--- config.mk ---
export PLATFORM = sky130hd
export DESIGN_NAME = riscv_str_ops_seq
export DESIGN_NICKNAME = d
export VERILOG_FILES = /design/src/rtl/riscv_str_ops_seq.sv
export SDC_FILE = /design/constraint.sdc
export NUM_CORES = 1
export LEC_CHECK = 0
export CORE_MARGIN = 2
export CORE_UTILIZATION = 31
export CTS_CLUSTER_DIAMETER = 120
export DETAILED_ROUTE_END_ITERATION = 7
export HOLD_SLACK_MARGIN = 0.08
export PLACE_DENSITY_LB_ADDON = 0.3
export SYNTH_ARGS = -nofsm -noshare
export SYNTH_HDL_FRONTEND = slang
export SYNTH_SLANG_ARGS = --single-unit
--- constraint.sdc ---
create_clock -name clk -period 6.2 [get_ports clk]
set_input_delay 0.62 -clock clk [delete_from_list [all_inputs] [get_ports clk]]
set_output_delay 0.62 -clock clk [all_outputs]
set_load 0.02 [all_outputs]
--- src/rtl/riscv_str_ops_seq.sv ---
// Memory-to-memory sequencer for the string-ops unit: walks a string word by word,
// pushes each word through the external datapath and writes the result back in place.
module riscv_str_ops_seq #(
   parameter int unsigned STR_OP_WIDTH = 2,
   parameter int unsigned LEN_WIDTH    = 16
) (
   input  logic                    clk,
   input  logic                    rst_n,
   input  logic                    start_i,
   input  logic [STR_OP_WIDTH-1:0] operator_i,
   input  logic [31:0]             addr_i,
   input  logic [LEN_WIDTH-1:0]    len_i,
   output logic                    ready_o,
   output logic                    done_o,
   output logic [LEN_WIDTH-1:0]    count_o,
   output logic                    data_req_o,
   input  logic                    data_gnt_i,
   input  logic                    data_rvalid_i,
   output logic [31:0]             data_addr_o,
   output logic                    data_we_o,
   output logic [3:0]              data_be_o,
   output logic [31:0]             data_wdata_o,
   input  logic [31:0]             data_rdata_i,
   output logic                    str_enable_o,
   output logic [STR_OP_WIDTH-1:0] str_operator_o,
   output logic [31:0]             str_operand_o,
   input  logic [31:0]             str_result_i
);

   typedef enum logic [2:0] {
      StIdle, StLoadReq, StLoadWait, StStoreReq, StStoreWait, StDone
   } state_e;

   state_e                  state_q, state_d;
   logic [31:0]             addr_q, addr_d;
   logic [LEN_WIDTH-1:0]    rem_q, rem_d;
   logic [LEN_WIDTH-1:0]    count_q, count_d;
   logic [STR_OP_WIDTH-1:0] op_q, op_d;
   logic [31:0]             wdata_q, wdata_d;
   logic [3:0]              mask_q, mask_d;
   logic                    nul_q, nul_d;

   logic [2:0] n_valid;
   logic [3:0] mask_c;
   logic       nul_c;
   logic       run;
   logic [2:0] pop;

   // A byte survives only if it is inside the length and no NUL precedes or is it.
   always_comb begin
      n_valid = (rem_q < LEN_WIDTH'(4)) ? rem_q[2:0] : 3'd4;
      run     = 1'b1;
      nul_c   = 1'b0;
      mask_c  = 4'b0000;
      for (int k = 0; k < 4; k++) begin
         if ((3'(k) < n_valid) && (data_rdata_i[8*k +: 8] == 8'h00)) begin
            nul_c = 1'b1;
            run   = 1'b0;
         end
         mask_c[k] = (3'(k) < n_valid) && run;
      end
      pop = 3'(mask_q[0]) + 3'(mask_q[1]) + 3'(mask_q[2]) + 3'(mask_q[3]);
   end

   always_ff @(posedge clk or negedge rst_n) begin
      if (!rst_n) begin
         state_q <= StIdle;
         addr_q  <= '0;
         rem_q   <= '0;
         count_q <= '0;
         op_q    <= '0;
         wdata_q <= '0;
         mask_q  <= '0;
         nul_q   <= 1'b0;
      end else begin
         state_q <= state_d;
         addr_q  <= addr_d;
         rem_q   <= rem_d;
         count_q <= count_d;
         op_q    <= op_d;
         wdata_q <= wdata_d;
         mask_q  <= mask_d;
         nul_q   <= nul_d;
      end
   end

   always_comb begin
      state_d = state_q;
      addr_d  = addr_q;
      rem_d   = rem_q;
      count_d = count_q;
      op_d    = op_q;
      wdata_d = wdata_q;
      mask_d  = mask_q;
      nul_d   = nul_q;
      unique case (state_q)
         StIdle: begin
            if (start_i) begin
               addr_d  = {addr_i[31:2], 2'b00};
               rem_d   = len_i;
               count_d = '0;
               op_d    = operator_i;
               state_d = (len_i == '0) ? StDone : StLoadReq;
            end
         end
         StLoadReq: if (data_gnt_i) state_d = StLoadWait;
         StLoadWait: begin
            if (data_rvalid_i) begin
               wdata_d = str_result_i;
               mask_d  = mask_c;
               nul_d   = nul_c;
               state_d = (mask_c == 4'b0000) ? StDone : StStoreReq;
            end
         end
         StStoreReq: if (data_gnt_i) state_d = StStoreWait;
         StStoreWait: begin
            if (data_rvalid_i) begin
               count_d = count_q + LEN_WIDTH'(pop);
               if (nul_q || (rem_q <= LEN_WIDTH'(4))) begin
                  state_d = StDone;
               end else begin
                  addr_d  = addr_q + 32'd4;
                  rem_d   = rem_q - LEN_WIDTH'(4);
                  state_d = StLoadReq;
               end
            end
         end
         StDone: state_d = StIdle;
         default: state_d = StIdle;
      endcase
   end

   always_comb begin
      ready_o        = (state_q == StIdle);
      done_o         = (state_q == StDone);
      count_o        = count_q;
      data_req_o     = 1'b0;
      data_addr_o    = 32'h0;
      data_we_o      = 1'b0;
      data_be_o      = 4'b0000;
      data_wdata_o   = 32'h0;
      str_enable_o   = (state_q == StLoadWait) && data_rvalid_i;
      str_operator_o = op_q;
      str_operand_o  = data_rdata_i;
      if (state_q == StLoadReq) begin
         data_req_o  = 1'b1;
         data_addr_o = addr_q;
         data_be_o   = 4'b1111;
      end else if (state_q == StStoreReq) begin
         data_req_o   = 1'b1;
         data_addr_o  = addr_q;
         data_we_o    = 1'b1;
         data_be_o    = mask_q;
         data_wdata_o = wdata_q;
      end
   end

endmodule

==> impl_metrics.toml <==
[power]
vdd_drop_max_uv = 244.2
p_leak_nw = 3.702
power.density_mw_per_mm2 = 426.1

[sta]
slew_violations = 0
finalSetupViolations = 0
fmax_mhz = 239.3
setup_ws_ns = 2.022
rsz0062_at_grt = "false"
relSlewSlack = 0.3561
setup_tns_ns = 0
fin_skew_ns = 0.006705
min_period_ns = 4.178
fin_crit_sh = 0.6739
whs_ns = 0.2816
worst_pin_slew_ns = 0.9648
hold_viol = 0

[global_route]
grt_pass1_vias = 5970
grt_overflow = 0
grtUsageTotal = 0.1846
antenna_found_initial = 0
grt_pass1_wl_mm = 32.32
grt_max_degree = 71

[cts]
cts.clk_slew.worst_paths_ns = 0.08
post_cts_buffers = 0
root_buffer = "clkbuf_16"
cts_hold_buffers = 0
clock_latency_ns = 0.35
cts_tree = "yes"
numCtsBuffers = 9
cts_resized = 0
numClockSinks = 104
h-tree-depth = 3
cts_buffer_depth = 2

[floorplanning]
rows = 52
fp.dieH_um = 146.3
die_x_um = 146.3
core_mm2 = 0.02004
initial_core_util = 0.3133
pin_count = 242
die_area_mm2 = 0.02141

[logic_synthesis]
yosysUniqueCellTypes = 61
yosys-top-cells-area = "dfrtp_1 41%, nand2_1 8.4%, a21oi_1 4.5%"
synth_most_common_cell = "nand2_1"
synthTopCellsByCount = "141 x nand2_1, 104 x dfrtp_1, 57 x a21oi_1, 51 x o21ai_0, 45 x nor2_1"
synth_area_leader_cell = "dfrtp_1"
async_flop_share = 1.000
syn_area_per_cell_um2 = 8.186
ys_warn_count = 0
ys_seq_elements = 104
postSynthCellCount = 767
synth_ff_type = "dfrtp_1"
seq_area_frac_synth = 0.4145
synth_top_area_share = 0.4145
netlist_area_mm2 = 0.006279
synth-edff-count = 0

[run_status]
status = "finished, final reports clean"

[worst_setup_path]
arrival_ns = 3.56
start_kind = "flip-flop"
endpoint_kind = "output port"
timing_worst_setup_path_type = "reg2out"
r2r_cells = 8
critical_path.max_fanout = 35
cp.required_ns = 5.58

[route]
drt-total-wl_mm = 19.52
wl_per_cell_um = 16.04
num_vias = 6114
vias_per_cell = 5.024
drc_errors = 0
drtPass1Iterations = 5
ant_nets = 0
first_iter_violations = 285

[cells_and_area]
insertedDiodeCount = 0
area_growth_syn_to_layout_pct = 42.03
fin_cells = 1217
fin_util = 0.4450
final_layout_size_suffix_gt1_frac = 0.04435
final_nets = 1068

[place]
dpl_worst_slack_ns = 2.370
gp_congestion = 0.8217
dpl.hpwl_mm = 13.76
place.port_buffers = 237
dpl.cell_count = 1201

[flow_run]
max_cap_viol_count = 0

[min_path]
hold_path_class = "in2async"
-- flip-flops by register name, summed over array words and instances (netlist names) --
register,count
nul_q,1
count_o,16
addr_q,30
mask_q,4
state_q,3
wdata_q,32
rem_q,16
str_operator_o,2
-- layer usage --
metal	global-route usage	part of all wire	wire length (um)	up-vias
li1	-	-	-	3029
met1	0.2492	0.45	8853	2904
met2	0.3014	0.48	9340	166
met3	0.04250	0.056	1103	15
met4	0.04466	0.012	226	0
met5	0	0	0	-
-- cell type report --
class | instances | area (um2)
clock buffers | 10 | 239.0
inverters | 21 | 78.83
clock inverters | 6 | 52.55
flip-flops and latches | 104 | 2603
multi-input cells | 560 | 3169
repair buffers | 246 | 2437
fillers | 2008 | 11120
well taps | 270 | 337.8
-- metrics by stage --
step	power [mW]	instance area [um2]
6_report	3.800	8917
2_1_floorplan	2.462	6282
4_1_cts	3.838	8917
3_5_place_dp	3.243	8626
3_3_place_gp	3.212	8626
5_1_grt	4.105	8917
-- cells in the final DEF (no fill, tap or decap), drive strengths merged, types with 18 or more instances in the layout --
cell,synthesis,layout
clkdlybuf4s50,0,236
nand2,141,141
dfrtp,104,104
a21oi,57,57
o21ai,51,51
nor2,45,45
and3,36,36
and2,29,29
nand3,26,26
inv,21,23
nor4,18,18
-- power by group --
part           internal, mW  switching, mW  leakage, nW
Combinational         0.861           1.09         2.29
Sequential            0.966          0.302         1.28
Clock                 0.290          0.287        0.137
Total                  2.12           1.68         3.70
-- final timing paths --
| check | startpoint | endpoint | slack (ns) |
|---|---|---|---|
| worst max-delay path | state_q[0] | data_addr_o[5] | 2.02 |
| worst min-delay path | rst_n | addr_q[30] | 0.28 |
| worst max register to register | count_o[0] | count_o[15] | 3.50 |
| worst min register to register | wdata_q[27] | wdata_q[27] | 0.47 |
| max in group asynchronous | rst_n | count_o[14] | 4.70 |
| min in group clk | wdata_q[27] | wdata_q[27] | 0.47 |
-- logic make-up after synthesis --
group	count (synthesis)	share of synthesized area
fa+ha+maj	7	0.01754
xor+xnor	12	0.01674
flops	104	0.4145
mux	7	0.01216
simple gates	353	0.2782
compound gates	179	0.1746
buf+inv	104	0.08569
other cells	1	0.0005973
-- critical path, cell delays in order (launching register included) --
cell and delay [ns]:
dfrtp_1 0.67, nand2b_1 0.45, inv_1 0.86, buf_4 0.39, and2_1 0.20, clkdlybuf4s50_1 0.61
Note: power is estimated with default switching activity, not from simulation.
